--- src/rtl/vga_fb_write_ctrl.sv ---
// -----------------------------------------------------------------------------
// vga_fb_write_ctrl
//
// Owns the write port of the dual-port VGA frame buffer (the signal generator
// owns the read port). Frame-buffer writes come from two requesters:
//   - single-pixel writes issued over the processor bus, and
//   - a hardware fill engine that clears or sets the whole image.
// A pixel write always wins. The fill engine then holds its counters for that
// cycle, so no address is skipped. The block also holds the 16-bit
// foreground/background colour register that feeds the signal generator.
//
// Build option:
//   VGA_FB_FILL_EN  defined   -> fill engine (IDLE/FILL FSM + counters) present
//                   undefined -> no fill hardware; start writes are accepted and
//                                ignored, FILL_BUSY/FILL_DONE tied 0
//
// Register map (offsets from BASE_ADDR):
//   +0 X[7:0]   +1 Y[6:0]   +2 pixel write (data bit0, reads 0)
//   +3 CONFIG_COLOURS[7:0]  +4 CONFIG_COLOURS[15:8]
//   +5 fill start (bit0 start, bit1 value), reads {7'b0, FILL_BUSY}
//
// Ports:
//   CLK, RESET          system clock, asynchronous active-high reset
//   BUS_ADDR/DATA_IN/WE processor bus request (WE=0 on a decoded address = read)
//   BUS_DATA_OUT/OE     registered read data and its one-cycle drive enable
//   FB_WE/ADDR/DATA     frame-buffer write port, ADDR = {Y[6:0], X[7:0]}
//   CONFIG_COLOURS      colour register
//   FILL_BUSY/FILL_DONE fill engine active / one-cycle completion pulse
// -----------------------------------------------------------------------------
module vga_fb_write_ctrl #(
   parameter logic [7:0]  BASE_ADDR  = 8'hB0,
   parameter int          X_PIXELS   = 160,
   parameter int          Y_PIXELS   = 120,
   parameter logic [15:0] COLOUR_RST = 16'hFF00
) (
   input  logic        CLK,
   input  logic        RESET,
   input  logic [7:0]  BUS_ADDR,
   input  logic [7:0]  BUS_DATA_IN,
   input  logic        BUS_WE,
   output logic [7:0]  BUS_DATA_OUT,
   output logic        BUS_DATA_OE,
   output logic        FB_WE,
   output logic [14:0] FB_ADDR,
   output logic        FB_DATA,
   output logic [15:0] CONFIG_COLOURS,
   output logic        FILL_BUSY,
   output logic        FILL_DONE
);

   localparam logic [7:0] X_LIM  = 8'(X_PIXELS);
   localparam logic [6:0] Y_LIM  = 7'(Y_PIXELS);
   localparam logic [7:0] X_LAST = 8'(X_PIXELS - 1);
   localparam logic [6:0] Y_LAST = 7'(Y_PIXELS - 1);

   // Offset wraps modulo 256, so a single unsigned compare decodes the window.
   logic [7:0]  offset;
   logic        decoded;
   logic        wr_x, wr_y, wr_pix, wr_col_lo, wr_col_hi;
   logic        rd_req;

   assign offset    = BUS_ADDR - BASE_ADDR;
   assign decoded   = (offset < 8'd6);
   assign wr_x      = decoded && BUS_WE && (offset == 8'd0);
   assign wr_y      = decoded && BUS_WE && (offset == 8'd1);
   assign wr_pix    = decoded && BUS_WE && (offset == 8'd2);
   assign wr_col_lo = decoded && BUS_WE && (offset == 8'd3);
   assign wr_col_hi = decoded && BUS_WE && (offset == 8'd4);
   assign rd_req    = decoded && !BUS_WE;

   logic [7:0]  x_reg;
   logic [6:0]  y_reg;
   logic        on_screen;

   assign on_screen = (x_reg < X_LIM) && (y_reg < Y_LIM);

   // Fill engine signals, driven by whichever build variant is selected.
   logic        fill_busy;
   logic        fill_wr;
   logic        fill_done;
   logic        fill_val;
   logic [14:0] fill_addr;

   // Pixel-write stage p0: request registered with the coordinates held before the edge
   logic        pix_vld_p0;
   logic [14:0] pix_addr_p0;
   logic        pix_data_p0;

   always_ff @(posedge CLK or posedge RESET) begin
      if (RESET) begin
         x_reg          <= '0;
         y_reg          <= '0;
         CONFIG_COLOURS <= COLOUR_RST;
         pix_vld_p0     <= 1'b0;
         pix_addr_p0    <= '0;
         pix_data_p0    <= 1'b0;
      end else begin
         if (wr_x)      x_reg                <= BUS_DATA_IN;
         if (wr_y)      y_reg                <= BUS_DATA_IN[6:0];
         if (wr_col_lo) CONFIG_COLOURS[7:0]  <= BUS_DATA_IN;
         if (wr_col_hi) CONFIG_COLOURS[15:8] <= BUS_DATA_IN;
         // Off-screen requests are dropped here and never reach the frame buffer.
         pix_vld_p0 <= wr_pix && on_screen;
         if (wr_pix) begin
            pix_addr_p0 <= {y_reg, x_reg};
            pix_data_p0 <= BUS_DATA_IN[0];
         end
      end
   end

`ifdef VGA_FB_FILL_EN
   typedef enum logic [0:0] {
      S_IDLE = 1'b0,
      S_FILL = 1'b1
   } state_t;

   state_t      state, state_nxt;
   logic [7:0]  fx;
   logic [6:0]  fy;
   logic        fill_last;
   logic        fill_start;
   logic        fill_val_r;
   logic        fill_done_r;

   assign fill_start = decoded && BUS_WE && (offset == 8'd5) && BUS_DATA_IN[0];
   assign fill_last  = (fx == X_LAST) && (fy == Y_LAST);

   always_ff @(posedge CLK or posedge RESET) begin
      if (RESET) state <= S_IDLE;
      else       state <= state_nxt;
   end

   // Start writes while already filling are ignored; leaving FILL needs the
   // last address to have actually been written (not stalled by a pixel write).
   always_comb begin
      state_nxt = state;
      case (state)
         S_IDLE: if (fill_start)           state_nxt = S_FILL;
         S_FILL: if (fill_wr && fill_last) state_nxt = S_IDLE;
         default:                          state_nxt = S_IDLE;
      endcase
   end

   always_comb begin
      fill_busy = (state == S_FILL);
      fill_wr   = (state == S_FILL) && !pix_vld_p0;
   end

   // Fill counters advance only on cycles where the fill owns the write port
   always_ff @(posedge CLK or posedge RESET) begin
      if (RESET) begin
         fx          <= '0;
         fy          <= '0;
         fill_val_r  <= 1'b0;
         fill_done_r <= 1'b0;
      end else begin
         fill_done_r <= fill_wr && fill_last;
         if ((state == S_IDLE) && fill_start) begin
            fx         <= '0;
            fy         <= '0;
            fill_val_r <= BUS_DATA_IN[1];
         end else if (fill_wr) begin
            if (fx == X_LAST) begin
               fx <= '0;
               fy <= fill_last ? 7'd0 : fy + 7'd1;
            end else begin
               fx <= fx + 8'd1;
            end
         end
      end
   end

   assign fill_val  = fill_val_r;
   assign fill_done = fill_done_r;
   assign fill_addr = {fy, fx};
`else
   assign fill_busy = 1'b0;
   assign fill_wr   = 1'b0;
   assign fill_done = 1'b0;
   assign fill_val  = 1'b0;
   assign fill_addr = '0;
`endif

   // Write-port mux: pixel write has priority; port reads as zero when idle.
   assign FB_WE     = pix_vld_p0 | fill_wr;
   assign FB_ADDR   = pix_vld_p0 ? pix_addr_p0 : (fill_wr ? fill_addr : 15'd0);
   assign FB_DATA   = pix_vld_p0 ? pix_data_p0 : (fill_wr & fill_val);
   assign FILL_BUSY = fill_busy;
   assign FILL_DONE = fill_done;

   logic [7:0] rd_data;

   always_comb begin
      rd_data = 8'h00;
      case (offset)
         8'd0:    rd_data = x_reg;
         8'd1:    rd_data = {1'b0, y_reg};
         8'd3:    rd_data = CONFIG_COLOURS[7:0];
         8'd4:    rd_data = CONFIG_COLOURS[15:8];
         8'd5:    rd_data = {7'b0, fill_busy};
         default: rd_data = 8'h00;
      endcase
   end

   // Read stage p0: data and drive enable presented the cycle after the request
   always_ff @(posedge CLK or posedge RESET) begin
      if (RESET) begin
         BUS_DATA_OE  <= 1'b0;
         BUS_DATA_OUT <= 8'h00;
      end else begin
         BUS_DATA_OE  <= rd_req;
         BUS_DATA_OUT <= rd_req ? rd_data : 8'h00;
      end
   end

endmodule

--- config.mk ---
export PLATFORM = sky130hd
export DESIGN_NAME = vga_fb_write_ctrl
export DESIGN_NICKNAME = d
export VERILOG_FILES = /design/src/rtl/vga_fb_write_ctrl.sv
export SDC_FILE = /design/constraint.sdc
export NUM_CORES = 1
export LEC_CHECK = 0
export BUFFER_PORTS_ARGS = -buffer_cell sky130_fd_sc_hd__buf_4
export CAP_MARGIN = 20
export CORE_ASPECT_RATIO = 0.5
export CORE_MARGIN = 10
export CORE_UTILIZATION = 40
export DETAILED_ROUTE_END_ITERATION = 7
export SLEW_MARGIN = 20
export SYNTH_ARGS = -nofsm -noshare
export SYNTH_HDL_FRONTEND = slang
export SYNTH_SLANG_ARGS = --single-unit
--- constraint.sdc ---
create_clock -name CLK -period 3.5 [get_ports CLK]
set_input_delay 0.7 -clock CLK [delete_from_list [all_inputs] [get_ports CLK]]
set_output_delay 0.7 -clock CLK [all_outputs]
set_load 0.01 [all_outputs]
* Word level (Yosys, flattened, before mapping)
Cells that the tools add are included.
Cells by class: $lt $le $gt $ge 3, eq/ne operators 4, reductions and logical operators 11, mux-type cells 4, add/subtract/negate cells 1
Operator list (count):
- $pmux W8 S4 | 1
- $eq A8 B2 Y1 const B | 2
- $mux W15 | 1
- $logic_and A1 B1 Y1 | 9
- $eq A8 B1 Y1 const B | 1
- $eq A8 B3 Y1 const B | 1
- $logic_not A8 Y1 | 1
- $lt A8 B3 Y1 const B | 1
- $lt A8 B8 Y1 const B | 1
- $mux W8 | 1
- $sub A8 B8 Y8 const B | 1
- $lt A7 B7 Y1 const B | 1
- $logic_not A1 Y1 | 1
- $mux W1 | 1
Word-level totals: flip-flop bits (word level) 57, word-level logic and storage cells 32, output and inout port bits 44, input bits 19

* Logic depth before layout (Yosys ltp)
Gate-level depths: netlist (run 1).
word-level depth 5, depth in mapped cells 6

* Least setup slack after synthesis (run 1)
No wires, ideal clock.
path kind in2reg, start input BUS_ADDR[2], end register pix_addr_p0[0], data required time 3.375 ns, path buffers 2, setup slack 1.385 ns, arrival time 1.991 ns, library setup time 0.125 ns, stages 5, path through buf_2 nand3b_1 nor4_4 buf_6 mux2_2
On the way: word-level cells in the longest chain between the ends 4, elaborated cells between the ends (all ways) 5
RTL lines:
- start: declaration | RTL line 38 | input logic [7:0] BUS_ADDR,
- $sub A8 B8 Y8 * | RTL line 62 | assign offset = BUS_ADDR - BASE_ADDR;
- $lt A8 B3 Y1 | RTL line 63 | assign decoded = (offset < 8'd6);
- $logic_and A1 B1 Y1 | RTL line 66 | assign wr_pix = decoded && BUS_WE && (offset == 8'd2);
- $logic_and A1 B1 Y1 * | RTL line 66
- end signal: assignment | RTL line 105 | pix_addr_p0 <= {y_reg, x_reg};
- end: declaration | RTL line 86 | logic [14:0] pix_addr_p0;
Mark *: on every way between the ends. The rest lies on a longest branch, timed or not. A chain may end at the register's enable or synchronous reset.

* Final worst setup path (run 1)
start input BUS_ADDR[6], end register x_reg[7]
On the way: word-level cells in the longest chain between the ends 4, elaborated cells between the ends (all ways) 5
RTL lines:
- $sub A8 B8 Y8 * | RTL line 62
- $lt A8 B3 Y1 | RTL line 63
- $logic_and A1 B1 Y1 | RTL line 64 | assign wr_x = decoded && BUS_WE && (offset == 8'd0);
- $logic_and A1 B1 Y1 * | RTL line 64
- end signal: assignment | RTL line 91 | x_reg <= '0;
- end signal: assignment | RTL line 98 | if (wr_x) x_reg <= BUS_DATA_IN;
- end: declaration | RTL line 71 | logic [7:0] x_reg;
Marks and branches as above.

==> results.md, run 1 <==
- Final period util: 0.6450
- Starting Density: 0.4179
- Largest family of logic cells by synthesized area: multiplexers
- Initial antenna violation count: 0
- PwrDens: between 400 and 500 mW/mm^2
- Fmax: 443.0 MHz
- Clock slew at reported path FFs: about 0.050 ns
- Detailed-route DRC error count: 0
- Setup TNS: 0 ns
- Critical-path maximum fanout: 10
- Final Critical Period: roughly 2.3 ns
- Total congestion overflow: 0
- Largest reg by FF count: CONFIG_COLOURS
- Root Buffer: clkbuf_16
- Via count: roughly 1800
- Most frequent cells in the layout: 62 x buf_4, 49 x dfrtp_1, 47 x mux2_2, 16 x and2_1, 12 x nor2_1
- Met3 wire len: between 300 and 400 um
- Cts hold-fix bufs: 0
- Top sig layer: met4
- Worst reg2reg path depth: 3
- Commonest non-fill, non-tap cell in the layout: buf_4
- Post-route insts no fill: 339
- Max Root-Sink Buffers: 2
- Worst EP arrival: 2.46 ns
- Reg2Reg Capture Point: BUS_DATA_OUT[4]
- Worst skew pair latency: roughly 0.33 ns
- DIE WIDTH: around 130 um
- Synth-to-Final Area Change: 31.32%
- Final nets: 265
- Worst clock skew: 0.005796 ns
- DRT met1 WL: about 3200 um
- CP startpoint: BUS_ADDR[6]
- First-pass GRT wire length: 10200 um
- Hold Path Class: reg -> reg
- Routed vias/inst: a little over 5
- I/O Buffers: 60
- Max IR drop VDD: 0.2136 mV
- Synthesis Warnings: 0
- Mapped cell area: 0.002572 sq mm
- Slew headroom: 0.4811
- RSZ-0062 raised after global routing: no
- Post-Syn Area per Cell: 13.98 sq um
- TritonCTS Buffers: 9
- # rows: 20
- Metal2 WL: between 2000 and 3000 um
- Worst Setup End Kind: flip-flop
- Max reg flops: 16
- Clock Sink Count: 57
- Cell variety after synth: 33
- Seq/Total Area, Yosys: 0.5584
- Total GRT Usage: 0.1291
- Number of flops mapped to enable cells by yosys: 0
- Cells after Synth: 184
- Worst Path Required: 3.70 ns
- Drt pass-1 iters: 5
- Setup crit end: x_reg[7]
- Slew Limit Fails: 0
- Setup ws final: 1.243 ns
- Pre-CTS setup slack: ~0.94 ns
- H-tree Lvls: 3
- CP startpoint kind: input port
- GP Congestion: 0.7949
- Synth area leader: dfrtp_1
- # resized after CTS: 0
- Reg-to-Reg Start: y_reg[4]
- Critical path class: in -> reg
- Synth top area share: 0.4767
- Ranking of synthesized cells by area: dfrtp_1 48%, mux2_2 21%, dfstp_2 8.2%
- Iteration-0 DRC Markers: 198
- Largest net degree at the start of global routing: 39
- Leading registers by flop count: CONFIG_COLOURS: 16 flops, pix_addr_p0: 15 flops
- Util after Layout: 0.5488
- Synth Area in XOR/XNOR: 0
- DR WL/cell: 19.00 um
- Setup Buffers After CTS: 0
- Placed Cells: ~320
- Status: finished, final reports clean
- R2R Setup Slk: 2.31 ns
- Synth Flop Type: dfrtp_1
- Antenna Cells: 0
- Filler cells: 549
- Die height: 76.71 um
- Compound-gate portion of the synthesized area: 0.06128
- Max Cap Viol: 0
- Synth Area in Adders: 0
- I/O pin cnt: 63
- Fin. Hold Viols: 0
- # setup viols final: 0
- Share of post-route cells with drive strength above 1: 0.5538
- Core Area: 0.006156 sq mm
- Asr flop ratio synth: 1.000
- Worst-Margin Slew: approximately 0.8 ns
- Simple logic cell fraction of the synthesized area: 0.1372
- Die area: 0.01023 sq mm
- CTS tree: yes
- Detail Route Antenna Nets: 0
- DP HPWL: 4718 um
- Vias in the first global route: 1776
- Leakage Power: 1.658 nW
- Mux cell area share after synthesis: 0.2101
- Flops & latches, synth: 57
- Routed WL: 6440 um
[cell families (layout without fill, tap and decap cells)]
kind of cell,count (synthesis),count (layout)
compound gates,18,18
buf+inv,14,80
flops,57,57
mux,48,48
other cells,1,2
simple gates,46,46
[worst min-delay path by stage]
stage	cells after the start	endpoint	slack, ns	start
3_5_place_dp	1	pix_data_p0	0.47	pix_data_p0
2_1_floorplan	1	pix_data_p0	0.45	pix_data_p0
3_3_place_gp	1	pix_data_p0	0.46	pix_data_p0
4_1_cts	1	pix_data_p0	0.48	pix_data_p0
5_1_grt	1	pix_data_p0	0.49	pix_data_p0
6_report	1	pix_data_p0	0.48	pix_data_p0
[power breakdown]
group	switching, mW	internal, mW	total [mW]
combinational	0.0499	0.0405	0.0904
clock	0.283	0.586	0.869
sequential	0.0131	0.679	0.692
[synth_stat cells, types with 3 or more instances]
cell type,number
a222oi_1,7
nor2_1,12
clkbuf_1,3
mux2_2,47
dfstp_2,8
a22o_1,7
buf_2,5
dfrtp_1,49
and2_1,16
[stage by stage]
| stage | instance area (sq um) | hold slack (ns) | total power [mW] |
|---|---|---|---|
| 2_1_floorplan | 2576 | 0.4497 | 0.7460 |
| 3_3_place_gp | 3078 | 0.4598 | 0.7909 |
| 3_5_place_dp | 3078 | 0.4721 | 0.7935 |
| 4_1_cts | 3378 | 0.4826 | 1.679 |
| 5_1_grt | 3378 | 0.4893 | 1.713 |
| 6_report | 3378 | 0.4802 | 1.651 |
[layout make-up]
class	count	area, sq um	share of cell area
flip-flops and latches	57	1436	0.4252
multi-input cells	114	1059	0.3133
repair buffers	62	465.4	0.1378
clock buffers	13	260.3	0.07704
well taps	88	110.1	0.03259
clock inverters	3	40.04	0.01185
inverters	2	7.507	0.002222
[worst max-delay path, cell delays in order]
cell and delay [ns]:
buf_4 0.11, and4b_1 0.53, nand3b_4 0.16, nor4b_4 0.54, mux2_2 0.41
[metal layers]
metal / global-route usage / up-vias
met5: 0 / -
met4: 0.06803 / 0
met3: 0.04551 / 7
met2: 0.1737 / 59
met1: 0.1759 / 880
li1: - / 804
(Power assumes the default switching activity.)
==> run 2, diff against run 1 <==
--- a/config.mk
+++ b/config.mk
@@ -11,6 +11,7 @@
 export CORE_MARGIN = 10
 export CORE_UTILIZATION = 40
 export DETAILED_ROUTE_END_ITERATION = 7
+export PLACE_DENSITY = 0.65
 export SLEW_MARGIN = 20
 export SYNTH_ARGS = -nofsm -noshare
 export SYNTH_HDL_FRONTEND = slang
==> constraint.sdc (replaced) <==
create_clock -name CLK -period 2.06 [get_ports CLK]
set_input_delay 0.412 -clock CLK [delete_from_list [all_inputs] [get_ports CLK]]
set_output_delay 0.412 -clock CLK [all_outputs]
set_load 0.01 [all_outputs]
==> run 2 against run 1 <==
Against the previous run:
- sequential cell count is the same
- clock power grew 68%
- critical path type is now reg -> out
- critical endpoint is now FB_ADDR[8]
- worst hold slack lost 0.34 ns
- final cell count grew 2.4%
==> results.md, run 2 (synthesized netlist as in run 1, its figures left out) <==
- CP startpoint: FB_WE
- Slew Limit Fails: 0 (unchanged)
- Drt pass-1 iters: 6 (+1)
- Critical-path maximum fanout: 17 (+7)
- # resized after CTS: 0 (unchanged)
- Share of post-route cells with drive strength above 1: 0.5714 (+0.01764)
- Worst EP arrival: 1.22 ns (-1.24 ns)
- Critical path class: reg -> out
- Placed Cells: 332 (+2.8%)
- Hold Path Class: in -> async
- DR WL/cell: 18.39 um (-3.2%)
- TritonCTS Buffers: 9 (unchanged)
- Core Area: 0.006156 sq mm (unchanged)
- Routed WL: 6383 um (-0.89%)
- Clock Sink Count: 57 (unchanged)
- Largest reg by FF count: CONFIG_COLOURS
- Max IR drop VDD: 0.3610 mV (+69%)
- Cts hold-fix bufs: 0 (unchanged)
- Worst skew pair latency: 0.32 ns (about the same)
- Worst Setup End Kind: output pin
- H-tree Lvls: 3 (unchanged)
- Via count: 1781 (+1.8%)
- Largest net degree at the start of global routing: 58 (+49%)
- Reg-to-Reg Start: y_reg[3]
- Vias in the first global route: 1873 (+5.5%)
- Status: finished, final reports clean
- Crit path buf inv count: 1 (unchanged)
- Total GRT Usage: 0.1296 (+0.0004487)
- Number of stages on the worst setup path: 2 (-3)
- Fin. Hold Viols: 0 (unchanged)
- Fmax: 611.7 MHz
- Antenna Cells: 0 (unchanged)
- CTS tree: yes
- Max Root-Sink Buffers: 2 (unchanged)
- Commonest non-fill, non-tap cell in the layout: buf_4
- Final nets: 274 (+3.4%)
- Crit path cell chain: and2_1, buf_4
- Filler cells: 531 (-3.3%)
- Root Buffer: clkbuf_16
- Setup crit end: FB_ADDR[8]
- PwrDens: 805.5 mW/mm^2 (+65%)
- Total congestion overflow: 0 (unchanged)
- Detail Route Antenna Nets: 0 (unchanged)
- Final period util: 0.7936
- Crit-path slowest cell: dfrtp_1
- Die height: 76.71 um (unchanged)
- Metal2 WL: 2829 um (+2.6%)
- Synth-to-Final Area Change: 34.78%
- Setup ws final: 0.4253 ns (-0.8173 ns)
- Pre-CTS setup slack: 0.1334 ns (-0.8046 ns)
- DP HPWL: 4706 um (-0.25%)
- Met3 wire len: 392 um (+0.51%)
- Setup TNS: 0 ns (unchanged)
- RSZ-0062 raised after global routing: no
- # setup viols final: 0 (unchanged)
- Top sig layer: met4
- CP startpoint kind: flip-flop
- Detailed-route DRC error count: 0 (unchanged)
- Iteration-0 DRC Markers: 141 (-29%)
- Slew headroom: 0.6277 (+0.1466)
- Worst reg2reg path depth: 3 (unchanged)
- Initial antenna violation count: 0 (unchanged)
- Slowest stage delay, CP: 0.58 ns (+0.04 ns)
- Crit path max-delay family: flip-flops
- Starting Density: 0.4179 (unchanged)
- Setup Buffers After CTS: 0 (unchanged)
- Leakage Power: 1.713 nW (+3.3%)
- Most frequent cells in the layout: 69 x buf_4, 49 x dfrtp_1, 47 x mux2_2, 16 x and2_1, 12 x nor2_1
- Max Cap Viol: 0 (unchanged)
- GP Congestion: 0.7466 (-6.1%)
- Leading registers by flop count: CONFIG_COLOURS: 16 flops, pix_addr_p0: 15 flops
- DRT met1 WL: 3079 um (-4.5%)
- Clock slew at reported path FFs: 0.05 ns (about the same)
- # rows: 20 (unchanged)
- First-pass GRT wire length: 10460 um (+2.6%)
- R2R Setup Slk: 0.90 ns (-1.41 ns)
- Worst clock skew: 0.004840 ns (-0.0009556 ns)
- Worst Path Required: 1.65 ns (-2.05 ns)
- Routed vias/inst: 5.133 (-0.57%)
- DIE WIDTH: 133.4 um (unchanged)
- Final Critical Period: 1.635 ns
- Worst-Margin Slew: 0.5547 ns (-0.2225 ns)
- Post-route insts no fill: 347 (+2.4%)
- Die area: 0.01023 sq mm (unchanged)
- Reg2Reg Capture Point: BUS_DATA_OUT[3]
- Max reg flops: 16 (unchanged)
- I/O Buffers: 60 (unchanged)
- I/O pin cnt: 63 (unchanged)
==> run 2: how the worst min path moves through the flow <==
stage / end / cells past startpoint / from / slack, ns
3_3_place_gp: pix_data_p0 / 1 / pix_data_p0 / 0.46
3_5_place_dp: pix_data_p0 / 1 / pix_data_p0 / 0.48
2_1_floorplan: pix_data_p0 / 1 / pix_data_p0 / 0.45
4_1_cts: BUS_DATA_OUT[2] / 3 / RESET / 0.15
6_report: BUS_DATA_OUT[3] / 3 / RESET / 0.14
5_1_grt: BUS_DATA_OUT[3] / 3 / RESET / 0.16
==> run 2: layer usage <==
layer | vias up | GRT usage
met5 | - | 0
met2 | 56 | 0.1924
li1 | 818 | -
met3 | 7 | 0.05267
met4 | 0 | 0.04860
met1 | 900 | 0.1651
==> run 2: final cells by class <==
class	count	area [sq um]	share of cell area
Multi-Input combinational cell	114	1059	0.3053
Timing Repair Buffer	71	558.0	0.1610
Inverter	2	7.507	0.002165
Clock inverter	3	40.04	0.01155
Sequential cell	57	1436	0.4143
Tap cell	88	110.1	0.03176
Clock buffer	12	256.5	0.07398
==> run 2: worst register-to-register path, delay by kind of cell (launching register included) <==
family	cells	cell delay [ns]
compound gates	2	0.52
flops	1	0.41
simple gates	1	0.09
==> run 2: power breakdown <==
| part | internal [mW] | switching (mW) | total, mW | leakage, nW |
|---|---|---|---|---|
| sequential | 1.15 | 0.0232 | 1.18 | 0.764 |
| combinational | 0.0743 | 0.0842 | 0.159 | 0.800 |
| clock | 0.988 | 0.470 | 1.46 | 0.148 |
| total | 2.22 | 0.577 | 2.79 | 1.71 |
==> run 2: metrics by stage <==
step | utilization | hold WS [ns] | area [sq um] | total power [mW]
final | 0.5632 | 0.1372 | 3467 | 2.793
after global routing | 0.5632 | 0.1619 | 3467 | 2.879
after CTS | 0.5632 | 0.1533 | 3467 | 2.819
after detailed placement | 0.5150 | 0.4757 | 3171 | 1.354
after global placement | 0.5150 | 0.4613 | 3171 | 1.349
after floorplan | - | 0.4497 | 2576 | 1.267
==> run 3, diff against run 2 <==
--- a/config.mk
+++ b/config.mk
@@ -5,13 +5,13 @@
 export SDC_FILE = /design/constraint.sdc
 export NUM_CORES = 1
 export LEC_CHECK = 0
+export ABC_AREA = 1
 export BUFFER_PORTS_ARGS = -buffer_cell sky130_fd_sc_hd__buf_4
 export CAP_MARGIN = 20
 export CORE_ASPECT_RATIO = 0.5
 export CORE_MARGIN = 10
 export CORE_UTILIZATION = 40
 export DETAILED_ROUTE_END_ITERATION = 7
-export PLACE_DENSITY = 0.65
 export SLEW_MARGIN = 20
 export SYNTH_ARGS = -nofsm -noshare
 export SYNTH_HDL_FRONTEND = slang
==> constraint.sdc (replaced) <==
create_clock -name CLK -period 1.4 [get_ports CLK]
set_input_delay 0.28 -clock CLK [delete_from_list [all_inputs] [get_ports CLK]]
set_output_delay 0.28 -clock CLK [all_outputs]
set_load 0.01 [all_outputs]
==> run 3 against run 2 <==
Against the previous run:
- largest cell class unchanged
- setup slack lost 0.42 ns
- wire length grew 9.4%
- via count grew 30%
- highest routed layer unchanged
- clock skew grew 0.0063 ns
- final area grew 5.1%
- combinational power grew 19%
- synthesized cell count grew 82%
==> results.md, run 3 <==
- Final nets: 428 (+56%)
- Critical-path maximum fanout: 15 (-2)
- Placed Cells: 484 (+46%)
- DP HPWL: 5345 um (+14%)
- Asr flop ratio synth: 1.000 (unchanged)
- Placement Cell Area: 0.003339 sq mm (+5.3%)
- Commonest non-fill, non-tap cell in the layout: nand2_1
- Detail Route Antenna Nets: 0 (unchanged)
- Crit path max-delay family: flip-flops
- Worst skew pair latency: 0.33 ns (about the same)
- Fin. Hold Viols: 0 (unchanged)
- Flops & latches, synth: 57 (unchanged)
- Die area: 0.01055 sq mm (+3.0%)
- Worst Hold Depth: 2
- Number of flops mapped to enable cells by yosys: 0 (unchanged)
- Crit path cell chain: buf_12, nand2_1, inv_1, buf_4
- Synthesis Warnings: 0 (unchanged)
- Filler cells: 605 (+14%)
- Worst reg2reg path depth: 4 (+1)
- Largest reg by FF count: CONFIG_COLOURS
- Most frequent cells in the layout: 115 x nand2_1, 64 x buf_4, 49 x dfrtp_1, 36 x inv_1, 34 x o21ai_1
- Final hold slack: 0.1759 ns (+0.03867 ns)
- Drt pass-1 iters: 4 (-2)
- Initial antenna violation count: 0 (unchanged)
- RSZ-0062 raised after global routing: yes
- Clock Sink Count: 57 (unchanged)
- Mapped cell area: 0.002671 sq mm (+3.8%)
- Core Area: 0.006256 sq mm (+1.6%)
- Cell variety after synth: 21 (-36%)
- Max reg flops: 16 (unchanged)
- Util after Layout: 0.5822 (+0.01899)
- Share of post-route cells with drive strength above 1: 0.2705 (-0.3009)
- Leading registers by flop count: CONFIG_COLOURS: 16 flops, pix_addr_p0: 15 flops
- Slew Limit Fails: 0 (unchanged)
- Fin area: 0.003642 sq mm (+5.1%)
- Worst EP arrival: 1.11 ns (-0.11 ns)
- Detailed-route DRC error count: 0 (unchanged)
- Worst Setup End Kind: output pin
- Max Root-Sink Buffers: 2 (unchanged)
- Vias in the first global route: 2293 (+22%)
- H-tree Lvls: 3 (unchanged)
- I/O Buffers: 60 (unchanged)
- Fmax: 718.9 MHz
- Routed vias/inst: 4.596 (-10%)
- Die height: 77.79 um (+1.4%)
- DR WL/cell: 13.92 um (-24%)
- Total GRT Usage: 0.1384 (+0.008823)
- Status: finished, final reports clean
- Final period util: 0.9935
- DIE WIDTH: 135.6 um (+1.6%)
- CTS tree: yes
- Iteration-0 DRC Markers: 214 (+52%)
- Cells after Synth: 335 (+82%)
- GP Congestion: 0.8659 (+16%)
- Post-route insts no fill: 502 (+45%)
- Antenna Cells: 0 (unchanged)
- Synth top area share: 0.4590 (-0.01764)
- Synth area leader: dfrtp_1
- Slowest stage delay, CP: 0.40 ns (-0.18 ns)
- Starting Density: 0.4270 (+0.009114)
- Most frequent cell after synthesis: nand2_1
- Crit-path slowest cell: dfrtp_1
- TritonCTS Buffers: 9 (unchanged)
- Max Cap Viol: 0 (unchanged)
- Worst clock skew: 0.01111 ns (+0.006274 ns)
- Via count: 2307 (+30%)
- Max IR drop VDD: 0.6025 mV (+67%)
- I/O pin cnt: 63 (unchanged)
- Critical path class: reg -> out
- Final Critical Period: approximately 1.4 ns
- Largest net degree at the start of global routing: 28 (-52%)
- Crit path buf inv count: 3 (+2)
- Synth-to-Final Area Change: 36.35%
- Number of stages on the worst setup path: 4 (+2)
- # rows: 20 (unchanged)
- Leakage Power: 2.006 nW (+17%)
- Seq/Total Area, Yosys: 0.5377 (-0.02066)
- Hold Path Class: in -> reg
- # setup viols final: 0 (unchanged)
- First-pass GRT wire length: 11790 um (+13%)
- Synth Flop Type: dfrtp_1
- Routed WL: 6986 um (+9.4%)
- CP startpoint kind: flip-flop
- Clock slew at reported path FFs: 0.05 ns (about the same)
- Ranking of synthesized cells by area: dfrtp_1 46%, nand2_1 16%, dfstp_2 7.9%
- Post-Syn Area per Cell: 7.974 sq um (-43%)
- Total Power: 3.799 mW (+36%)
- Commonest cells post-synth: 116 x nand2_1, 49 x dfrtp_1, 38 x inv_1
- Worst Path Required: 1.12 ns (-0.53 ns)
- Root Buffer: clkbuf_16
- Total congestion overflow: 0 (unchanged)
- PwrDens: 1043 mW/mm^2 (+30%)
run 3: kinds of logic after synthesis:
group	synth area share
compound gates	0.06932
buf+inv	0.08524
flops	0.5377
other cells	0.001404
simple gates	0.3063
run 3: per-stage QoR:
stage / worst slack (ns) / setup TNS, ns
3_5_place_dp: -0.05177 / -1.103
2_1_floorplan: 0.09154 / 0
3_3_place_gp: -0.01860 / -0.1910
5_1_grt: -0.04285 / -0.3917
4_1_cts: -0.01151 / -0.04528
6_report: 0.009073 / 0
run 3: worst paths after layout:
kind                                    startpoint                 end  slack [ns]
worst max-delay path                         FB_WE          FB_ADDR[9]       0.009
worst min-delay path                        BUS_WE         BUS_DATA_OE        0.18
worst max register to register  CONFIG_COLOURS[12]     BUS_DATA_OUT[4]        0.44
worst min register to register     pix_addr_p0[12]     pix_addr_p0[12]        0.47
max in group asynchronous                    RESET  CONFIG_COLOURS[11]        0.34
min in group asynchronous                    RESET     pix_addr_p0[13]        0.52
run 3: power breakdown:
group	switching [mW]	internal, mW	total (mW)
Clock	0.757	1.19	1.95
Combinational	0.113	0.0761	0.189
Sequential	0.00667	1.66	1.66
Total	0.877	2.92	3.80
run 3: layout make-up:
type,count,area [sq um],share of cell area
Inverter,38,146.4,0.04019
Clock buffer,9,225.2,0.06183
Tap cell,88,110.1,0.03023
Timing Repair Buffer,75,664.4,0.1824
Clock inverter,7,46.29,0.01271
Multi-Input combinational cell,228,1013,0.2783
Sequential cell,57,1436,0.3944
run 3: timing repair:
action	CTS	global route
buffers inserted	1	0
hold buffers	1	0
cloned	0	0
pin swaps	0	0
endpoints found under the setup margin	14	16
endpoints found under the hold margin	15	0
resized for setup	1	4
run 3: worst register-to-register path, cell delays in order (launching register included):
cell     delay, ns
dfstp_2       0.54
nand3_1       0.08
nand2_1       0.09
nor2_1        0.05
nor2_1        0.11
run 3: layer usage:
layer / routed length, um / global-route usage / vias to the layer above
li1: - / - / 1194
met1: 3318 / 0.1912 / 1048
met2: 2907 / 0.1911 / 63
met3: 738 / 0.05591 / 2
met4: 21 / 0.04274 / 0
met5: 0 / 0 / -
